--- src/rtl/hazard_scoreboard_if.sv ---
// rtl/hazard_scoreboard_if.sv - decode/scoreboard handshake bundle; HAZARD_PERF_EN adds perf counter outputs.
interface hazard_scoreboard_if #(
    parameter int NUM_STAGES = 2
);
    localparam int FSW = $clog2(NUM_STAGES + 1);

    logic           issue_valid;
    logic           issue_we;
    logic [4:0]     issue_rd;
    logic [1:0]     issue_kind;
    logic [4:0]     rs1;
    logic [4:0]     rs2;
    logic           rs1_used;
    logic           rs2_used;
    logic           flush;
    logic [FSW-1:0] fwd_sel_1;
    logic [FSW-1:0] fwd_sel_2;
    logic           stall;
`ifdef HAZARD_PERF_EN
    logic [31:0]    stall_cycles;
    logic [31:0]    fwd_events;

    modport master (
        output issue_valid, issue_we, issue_rd, issue_kind,
        output rs1, rs2, rs1_used, rs2_used, flush,
        input  fwd_sel_1, fwd_sel_2, stall, stall_cycles, fwd_events
    );

    modport slave (
        input  issue_valid, issue_we, issue_rd, issue_kind,
        input  rs1, rs2, rs1_used, rs2_used, flush,
        output fwd_sel_1, fwd_sel_2, stall, stall_cycles, fwd_events
    );
`else
    modport master (
        output issue_valid, issue_we, issue_rd, issue_kind,
        output rs1, rs2, rs1_used, rs2_used, flush,
        input  fwd_sel_1, fwd_sel_2, stall
    );

    modport slave (
        input  issue_valid, issue_we, issue_rd, issue_kind,
        input  rs1, rs2, rs1_used, rs2_used, flush,
        output fwd_sel_1, fwd_sel_2, stall
    );
`endif
endinterface

--- src/rtl/hazard_scoreboard.sv ---
// rtl/hazard_scoreboard.sv - forwarding select and load-use interlock over NUM_STAGES in-flight slots.
// Optional stall/forward performance counters enabled by HAZARD_PERF_EN.
module hazard_scoreboard #(
    parameter int NUM_STAGES   = 2,
    parameter int LOAD_LATENCY = 2
) (
    input  logic               clk,
    input  logic               rst,
    hazard_scoreboard_if.slave bus
);
    localparam int         FSW       = $clog2(NUM_STAGES + 1);
    localparam logic [1:0] KIND_LOAD = 2'd1;
    localparam logic [2:0] LOAD_CNT  = 3'(LOAD_LATENCY - 1);

    logic [NUM_STAGES-1:0]      v_q, v_d;
    logic [NUM_STAGES-1:0][4:0] rd_q, rd_d;
    logic [NUM_STAGES-1:0][1:0] kind_q, kind_d;
    logic [NUM_STAGES-1:0][2:0] cnt_q, cnt_d;

    logic [FSW-1:0] sel1, sel2;
    logic           haz1, haz2;
    logic           stall;
    logic           insert;

    // Scan oldest to youngest so the youngest match overwrites and shadows older ones.
    always_comb begin
        sel1 = '0;
        sel2 = '0;
        haz1 = 1'b0;
        haz2 = 1'b0;
        for (int i = NUM_STAGES - 1; i >= 0; i--) begin
            if (bus.issue_valid && bus.rs1_used && bus.rs1 != 5'd0 &&
                v_q[i] && rd_q[i] == bus.rs1) begin
                haz1 = (cnt_q[i] != 3'd0) && (kind_q[i] == KIND_LOAD);
                sel1 = haz1 ? '0 : FSW'(i + 1);
            end
            if (bus.issue_valid && bus.rs2_used && bus.rs2 != 5'd0 &&
                v_q[i] && rd_q[i] == bus.rs2) begin
                haz2 = (cnt_q[i] != 3'd0) && (kind_q[i] == KIND_LOAD);
                sel2 = haz2 ? '0 : FSW'(i + 1);
            end
        end
    end

    assign stall  = (haz1 || haz2) && !bus.flush;
    assign insert = bus.issue_valid && bus.issue_we && bus.issue_rd != 5'd0 &&
                    !stall && !bus.flush;

    assign bus.fwd_sel_1 = sel1;
    assign bus.fwd_sel_2 = sel2;
    assign bus.stall     = stall;

    // Downstream pipeline never stalls: every slot shifts each cycle, the last one retires.
    always_comb begin
        v_d       = '0;
        rd_d      = '0;
        kind_d    = '0;
        cnt_d     = '0;
        v_d[0]    = insert;
        rd_d[0]   = bus.issue_rd;
        kind_d[0] = bus.issue_kind;
        cnt_d[0]  = (bus.issue_kind == KIND_LOAD) ? LOAD_CNT : 3'd0;
        for (int i = 1; i < NUM_STAGES; i++) begin
            v_d[i]    = v_q[i-1];
            rd_d[i]   = rd_q[i-1];
            kind_d[i] = kind_q[i-1];
            cnt_d[i]  = (cnt_q[i-1] != 3'd0) ? cnt_q[i-1] - 3'd1 : 3'd0;
        end
    end

    always_ff @(posedge clk or posedge rst) begin
        if (rst) begin
            v_q    <= '0;
            rd_q   <= '0;
            kind_q <= '0;
            cnt_q  <= '0;
        end else begin
            v_q    <= v_d;
            rd_q   <= rd_d;
            kind_q <= kind_d;
            cnt_q  <= cnt_d;
        end
    end

`ifdef HAZARD_PERF_EN
    logic [31:0] stall_cycles_q, stall_cycles_d;
    logic [31:0] fwd_events_q, fwd_events_d;

    always_comb begin
        stall_cycles_d = stall_cycles_q;
        fwd_events_d   = fwd_events_q;
        if (stall) begin
            stall_cycles_d = stall_cycles_q + 32'd1;
        end else if (sel1 != '0 || sel2 != '0) begin
            fwd_events_d = fwd_events_q + 32'd1;
        end
    end

    always_ff @(posedge clk or posedge rst) begin
        if (rst) begin
            stall_cycles_q <= '0;
            fwd_events_q   <= '0;
        end else begin
            stall_cycles_q <= stall_cycles_d;
            fwd_events_q   <= fwd_events_d;
        end
    end

    assign bus.stall_cycles = stall_cycles_q;
    assign bus.fwd_events   = fwd_events_q;
`endif
endmodule

--- src/flat_wrapper.sv ---
// flat-port wrapper written by rule: the top's interface ports become plain ports
module hazard_scoreboard_flat 
#(
    parameter int NUM_STAGES   = 2,
    parameter int LOAD_LATENCY = 2
)
  (clk, rst, bus_issue_valid, bus_issue_we, bus_issue_rd, bus_issue_kind, bus_rs1, bus_rs2, bus_rs1_used, bus_rs2_used, bus_flush, bus_fwd_sel_1, bus_fwd_sel_2, bus_stall);
  hazard_scoreboard_if #(.NUM_STAGES(NUM_STAGES)) bus_i ();
  input  logic clk;
  input  logic rst;
  input wire logic [$bits(bus_i.issue_valid)-1:0] bus_issue_valid;
  input wire logic [$bits(bus_i.issue_we)-1:0] bus_issue_we;
  input wire logic [$bits(bus_i.issue_rd)-1:0] bus_issue_rd;
  input wire logic [$bits(bus_i.issue_kind)-1:0] bus_issue_kind;
  input wire logic [$bits(bus_i.rs1)-1:0] bus_rs1;
  input wire logic [$bits(bus_i.rs2)-1:0] bus_rs2;
  input wire logic [$bits(bus_i.rs1_used)-1:0] bus_rs1_used;
  input wire logic [$bits(bus_i.rs2_used)-1:0] bus_rs2_used;
  input wire logic [$bits(bus_i.flush)-1:0] bus_flush;
  output wire logic [$bits(bus_i.fwd_sel_1)-1:0] bus_fwd_sel_1;
  output wire logic [$bits(bus_i.fwd_sel_2)-1:0] bus_fwd_sel_2;
  output wire logic [$bits(bus_i.stall)-1:0] bus_stall;
  assign bus_i.issue_valid = bus_issue_valid;
  assign bus_i.issue_we = bus_issue_we;
  assign bus_i.issue_rd = bus_issue_rd;
  assign bus_i.issue_kind = bus_issue_kind;
  assign bus_i.rs1 = bus_rs1;
  assign bus_i.rs2 = bus_rs2;
  assign bus_i.rs1_used = bus_rs1_used;
  assign bus_i.rs2_used = bus_rs2_used;
  assign bus_i.flush = bus_flush;
  assign bus_fwd_sel_1 = bus_i.fwd_sel_1;
  assign bus_fwd_sel_2 = bus_i.fwd_sel_2;
  assign bus_stall = bus_i.stall;
  hazard_scoreboard #(.NUM_STAGES(NUM_STAGES), .LOAD_LATENCY(LOAD_LATENCY)) u_core (.clk(clk), .rst(rst), .bus(bus_i));
endmodule
--- config.mk ---
export PLATFORM = sky130hd
export DESIGN_NAME = hazard_scoreboard_flat
export DESIGN_NICKNAME = d
export VERILOG_FILES = /design/src/rtl/hazard_scoreboard_if.sv /design/src/rtl/hazard_scoreboard.sv /design/src/flat_wrapper.sv
export SDC_FILE = /design/constraint.sdc
export NUM_CORES = 1
export LEC_CHECK = 0
export CORE_AREA = 4 4 42 53
export CTS_CLUSTER_DIAMETER = 40
export DETAILED_ROUTE_END_ITERATION = 7
export DIE_AREA = 0 0 46 57
export PLACE_DENSITY = 0.78
export SYNTH_ARGS = -nofsm -noshare
export SYNTH_HDL_FRONTEND = slang
export SYNTH_SLANG_ARGS = --single-unit
--- constraint.sdc ---
create_clock -name clk -period 3.8 [get_ports clk]
set_input_delay 0.95 -clock clk [delete_from_list [all_inputs] [get_ports clk]]
set_output_delay 0.95 -clock clk [all_outputs]
set_load 0.005 [all_outputs]
==> results of run 1 <==
[placed cells by master (no fill, tap or decap)]
cell                               n
sky130_fd_sc_hd__a2111oi_4         1
sky130_fd_sc_hd__buf_4            11
sky130_fd_sc_hd__clkbuf_1          1
sky130_fd_sc_hd__clkbuf_2          1
sky130_fd_sc_hd__clkbuf_4          3
sky130_fd_sc_hd__clkdlybuf4s50_1  16
sky130_fd_sc_hd__dfrtp_1          15
sky130_fd_sc_hd__dlygate4sd2_1    10
sky130_fd_sc_hd__dlymetal6s2s_1    1
sky130_fd_sc_hd__inv_1             2
sky130_fd_sc_hd__nand2_1           2
sky130_fd_sc_hd__nand3_1           2
sky130_fd_sc_hd__nand4_1           4
sky130_fd_sc_hd__nor2_1            1
sky130_fd_sc_hd__nor2_2            3
sky130_fd_sc_hd__nor2b_1           1
sky130_fd_sc_hd__nor4b_2           2
sky130_fd_sc_hd__o2111ai_1         1
sky130_fd_sc_hd__o21ai_2           2
sky130_fd_sc_hd__or4_1             3
sky130_fd_sc_hd__or4_4             2
sky130_fd_sc_hd__xnor2_1          18
sky130_fd_sc_hd__xor2_1            2
[timing repair]
item                                    CTS  global route
hold endpoints to repair                  0             0
endpoints found under the setup margin    5             4
resized for setup                        14             5
[through the flow]
step	hold slack [ns]	TNS (ns)	cell area, um^2	std cells
floorplan	0.354	0	737	61
global placement	0.365	-1.05	1120	119
detailed placement	0.366	-0.980	1120	119
CTS	0.385	0	1150	123
global route	0.405	-0.0104	1160	123
finish	0.383	0	1160	123
[sequential cells by signal, summed over array words and instances, names as in the netlist]
name and count:
u_core.rd_d 5, u_core.rd_q 5, u_core.kind_d 2, u_core.v_q 2
u_core.cnt_q 1
[power by group]
group	leakage (nW)	switching [mW]	internal [mW]
logic	0.294	0.0251	0.0399
clock network	0.0150	0.0441	0.0407
registers	0.180	0.00681	0.167
[worst min path at each step]
stage                                  from                      end  slack, ns  cells past startpoint
floorplan           u_core.v_q[0]$_DFF_PP0_  u_core.v_q[1]$_DFF_PP0_       0.35                      0
global placement    u_core.v_q[0]$_DFF_PP0_  u_core.v_q[1]$_DFF_PP0_       0.37                      0
detailed placement  u_core.v_q[0]$_DFF_PP0_  u_core.v_q[1]$_DFF_PP0_       0.37                      0
CTS                 u_core.v_q[0]$_DFF_PP0_  u_core.v_q[1]$_DFF_PP0_       0.39                      0
global route        u_core.v_q[0]$_DFF_PP0_  u_core.v_q[1]$_DFF_PP0_       0.40                      0
finish              u_core.v_q[0]$_DFF_PP0_  u_core.v_q[1]$_DFF_PP0_       0.38                      0
[layout make-up]
class / count / share of cell area
timing repair buffer: 39 / 0.301
tap: 19 / 0.0206
inverter: 2 / 0.00649
multi-input combinational: 44 / 0.325
sequential: 15 / 0.325
clock buffer: 4 / 0.0227
[layer usage]
metal  track usage  vias up  part of all wire
li1              -      306                 -
met1         0.168      271              0.41
met2         0.244       31              0.47
met3        0.0410        6             0.093
met4        0.0854        0             0.028
met5             0        -                 0
[cells by family (layout without fill, tap and decap cells)]
group / count (synthesis) / count (layout) / synth area share
flip-flops: 15 / 15 / 0.509
AO/OA/AOI/OAI: 4 / 4 / 0.0679
AND/OR/NAND/NOR: 20 / 20 / 0.175
buffers and inverters: 2 / 45 / 0.0102
XOR/XNOR: 20 / 20 / 0.238
[worst register-to-register path: cells and delay by family, from the launching register on]
kind	cells	cell delay, ns
compound gates	1	0.38
xor+xnor	1	0.18
buf+inv	1	0.16
flops	1	0.43
simple gates	3	0.68
==> metrics.yaml, run 1 <==
netlist_top_cells_area: "sky130_fd_sc_hd__dfrtp_1 51%, sky130_fd_sc_hd__xnor2_1 21%, sky130_fd_sc_hd__a2111oi_4 3.7%"
die_area_um2: 2620
syn-num-nets: 85
area.growth.synth_to_final_pct: 56.9
die_height_um: 57
nFillCells: 154
cpMaxStageDelayCell: "sky130_fd_sc_hd__or4_4"
synth_common_cells: "18 x sky130_fd_sc_hd__xnor2_1, 15 x sky130_fd_sc_hd__dfrtp_1, 4 x sky130_fd_sc_hd__nand4_1"
clock_latency_ns: 0.27
synth-seq-cells: 15
design.portCount: 29
min_period_over_period: 0.994
post-place-ws_ns: -0.347
die_width_um: 46
number_of_antenna_violations_at_the_first_check_in_global_routing: 0
timing.reg2reg.worst_path_depth: 6
post_synth_num_cell_types: 17
post_synth_inst_count: 61
initial_utilization: 0.423
timing.reg2reg.setup_slack_ns: 1.86
synthesis.yosys.warnings: 0
clock-sinks: 15
multiInputGateArea_um2: 375
ys_async_sr_fraction: 1.00
placer_s_final_routability_congestion_estimate: 0.861
worst_ep_required_time_ns: 2.85
initialDrtViolationCount: 5
timing.critical_path.to: "bus_fwd_sel_2[0]"
hold_viol: 0
critical_path.reg2reg.endpoint: "u_core.v_q[0]$_DFF_PP0_"
routed_wl_mm: 1.70
finished_core_util: 0.663
synth_largest_type_area_fraction: 0.509
critical_path.max_stage_delay_ns: 0.52
fp-row-count: 17
synth_flop_cell: "sky130_fd_sc_hd__dfrtp_1"
timing.critical_path.mode_cell: "sky130_fd_sc_hd__clkdlybuf4s50_1"
status: "finished, final reports clean"
drt_pre_antenna_iters: 4
finish.net_count: 129
proportion_of_layout_cells_with_a_drive_suffix_above_1: 0.240
routed_via_density: 4.99
grt_pass1_vias: 685
grt_start_max_net_pins: 16
seq_area_frac_synth: 0.509
area.sequential_um2: 375
cts_root_buffer: "sky130_fd_sc_hd__clkbuf_4"
crit_path_start: "bus_rs2[2]"
fmax_mhz: 265
critPathMaxFanout: 3
post-layout-total-power_mw: 0.324
antenna_left: 0
data_arrival_time_of_the_worst_path_ns: 2.83
io_buffer_count: 28
worst-setup-path-type: "input port to output port"
globalRoute.totalOverflow: 0
timing.clock.skew_ns: 0.00506
core_um2: 1740
setup-violations-final: 0
detail_route.drc_violations: 0
post_cts_buffers: 0
leakage_nw: 0.488
worst-path-stages: 6
netlist_area_um2: 737
critPathBufInv: 3
max-cap-violations: 0
route.detailed.wl_per_inst_um: 13.9
slew_viol_final: 0
timing_worst_slew_pin_value_ns: 0.536
critical-path-top-delay-family: "buffers and inverters"
vdd.ir_drop.worst_mv: 0.257
cp-end-kind: "output port"
avgSynthCellArea_um2: 12.1
grt_pass1_wl_mm: 2.77
finalCriticalPeriod_ns: 3.78
synthMostInstantiatedCell: "sky130_fd_sc_hd__xnor2_1"
timing.slew.headroom: 0.642
yosysTopAreaCell: "sky130_fd_sc_hd__dfrtp_1"
holdBufCountCts: 0
cts_tree: "done"
cts.path.max_buffers: 2
worst_setup_path_start_kind: "input port"
power_density_nw_per_um2: 280
detailroute.via_count: 614
final_critical_path_setup_slack_ns: 0.0213
grtUsageTotal: 0.150
antenna-diode-count: 0
regToRegStartpoint: "u_core.rd_d[6]$_DFF_PP0_"
synth-edff-count: 0
min-delay-path-class: "flip-flop to flip-flop"
critical_path_cell_by_cell: "clkdlybuf4s50_1 -> buf_4 -> xor2_1 -> or4_4 -> nor2_2 -> clkdlybuf4s50_1"
maximum_level_of_the_cts_h_tree: 1
path_clk_slew_ns: 0.08
tritoncts.num_buffers: 3
Note: power is estimated with default switching activity, not from simulation.
==> inputs of run 2 (changes only) <==
- CTS_CLUSTER_SIZE: default -> 16
==> results of run 2 <==
No change in the layout: final DEF, timing and power equal those of run 1.
==> inputs of run 3 (changes only) <==
- CTS_BUF_LIST: default -> sky130_fd_sc_hd__clkbuf_8
- clock period: 3.8 -> 4 ns (I/O delays scaled with it)
==> run 3 against run 2 <==
Effect of this change:
- flip-flop and latch count unchanged
- wire length down 1.8%
- hold slack worse by 0.0066 ns
- sequential share of layout area down 1.0 points
- final cell count unchanged
- die area unchanged
- register-to-register slack better by 0.21 ns
- final area up 3.2%
- count of clock-buffer cells in the layout down 1
- core utilization up 2.2 points
==> metrics.yaml, run 3 (synthesis results as in run 1) <==
status: "finished, final reports clean"
slew_viol_final: 0
gr-usage-met2: 0.244
grt_start_max_net_pins: 16
post-place-ws_ns: -0.247
worst-setup-path-type: "input port to output port"
dpl-instance-area_um2: 1120
post_cts_buffers: 0
timing.slew.headroom: 0.643
drt_pre_antenna_iters: 3
antenna_left: 0
routed_wl_mm: 1.67
hold_viol: 0
grtUsageTotal: 0.145
global_route.usage.met1: 0.172
die_width_um: 46
detailroute.via_count: 604
grt_pass1_wl_mm: 2.77
globalRoute.totalOverflow: 0
worst_ep_required_time_ns: 3.00
finalCriticalPeriod_ns: 3.90
proportion_of_layout_cells_with_a_drive_suffix_above_1: 0.221
finish.net_count: 129
tritoncts.num_buffers: 3
nFillCells: 148
clock_latency_ns: 0.24
critPathMaxFanout: 3
timing.reg2reg.setup_slack_ns: 2.07
finish.instance_area_um2: 1190
setup-violations-final: 0
placer_s_final_routability_congestion_estimate: 0.861
fp-row-count: 17
timing_worst_slew_pin_value_ns: 0.535
mostFrequentLayoutCell: "sky130_fd_sc_hd__xnor2_1"
initial_utilization: 0.423
grt_pass1_vias: 695
post-layout-total-power_mw: 0.340
hold_path_end: "u_core.v_q[1]$_DFF_PP0_"
grt_util_met3: 0.0315
core_um2: 1740
cts.path.max_buffers: 2
io_buffer_count: 28
area.growth.synth_to_final_pct: 62.0
final_critical_path_setup_slack_ns: 0.0957
vdd.ir_drop.worst_mv: 0.225
number_of_antenna_violations_at_the_first_check_in_global_routing: 0
regToRegStartpoint: "u_core.rd_d[9]$_DFF_PP0_"
timing.reg2reg.worst_path_depth: 6
path_clk_slew_ns: 0.05
antenna-diode-count: 0
worst_setup_path_start_kind: "input port"
min-delay-path-class: "flip-flop to flip-flop"
data_arrival_time_of_the_worst_path_ns: 2.90
cts_tree: "done"
power_density_nw_per_um2: 285
detail_route.drc_violations: 0
top_usage_layer: "met2"
maximum_level_of_the_cts_h_tree: 1
mostFrequentLayoutCells: "18 x sky130_fd_sc_hd__xnor2_1, 17 x sky130_fd_sc_hd__clkdlybuf4s50_1, 15 x sky130_fd_sc_hd__dfrtp_1"
leakage_nw: 0.542
initialDrtViolationCount: 2
design.portCount: 29
placed_cells: 119
cts_root_buffer: "sky130_fd_sc_hd__clkbuf_8"
hold_path_depth: 0
holdBufCountCts: 0
max-cap-violations: 0
die_area_um2: 2620
multiInputGateArea_um2: 367
non_filler_instance_count_after_layout: 123
grt_setup_unrepaired: "false"
die_height_um: 57
holdCritStartpoint: "u_core.v_q[0]$_DFF_PP0_"
critical_path.reg2reg.endpoint: "u_core.v_q[0]$_DFF_PP0_"
route.detailed.wl_per_inst_um: 13.6
area.sequential_um2: 375
min_period_over_period: 0.976
fmax_mhz: 256
timing.clock.skew_ns: 0.000740
cp-end-kind: "output port"
clock-sinks: 15
routed_via_density: 4.91
## run 3: worst max-delay path, cell delays in order
cell and delay [ns]:
sky130_fd_sc_hd__clkdlybuf4s50_1 0.43, sky130_fd_sc_hd__buf_4 0.15, sky130_fd_sc_hd__xor2_1 0.15, sky130_fd_sc_hd__or4_4 0.52
sky130_fd_sc_hd__nor2_1 0.14, sky130_fd_sc_hd__clkdlybuf4s50_1 0.52
## run 3: layer usage
metal,up-vias,routed length [um]
met5,-,0
li1,304,-
met1,270,684
met4,0,14
met2,28,822
met3,2,151
## run 3: area by class of cell
type	count	area share
multi-input cells	44	0.307
inverters	2	0.00629
repair buffers	39	0.314
flip-flops and latches	15	0.314
well taps	19	0.0199
clock buffers	3	0.0346
clock inverters	1	0.00314
## run 3: repair_timing
action | CTS | global route
gates resized for setup | 5 | 11
gates cloned | 0 | 0
pin swaps | 0 | 1
hold endpoints to repair | 0 | 0
setup endpoints to repair | 3 | 3
## run 3: through the flow
stage,TNS (ns),util,hold slack [ns]
finish,0,0.684,0.377
global route,0,0.684,0.397
CTS,0,0.674,0.379
detailed placement,-0.563,0.644,0.366
global placement,-0.592,0.644,0.365
floorplan,0,-,0.354
## run 3: power by group
part	total, mW	switching (mW)	internal (mW)
combinational	0.0631	0.0234	0.0397
sequential	0.166	0.00644	0.159
clock	0.111	0.0431	0.0675
## run 3: worst max-delay path by stage
stage / startpoint / slack [ns] / endpoint / depth (start not counted)
detailed placement: bus_rs1[4] / -0.25 / bus_stall / 6
finish: bus_rs2[2] / 0.1 / bus_fwd_sel_2[0] / 6
floorplan: bus_rs1[1] / 0.88 / bus_stall / 4
global placement: bus_rs1[4] / -0.25 / bus_stall / 6
global route: bus_rs1[0] / 0.05 / bus_fwd_sel_1[1] / 6
CTS: bus_rs2[0] / 0.008 / bus_fwd_sel_2[0] / 6
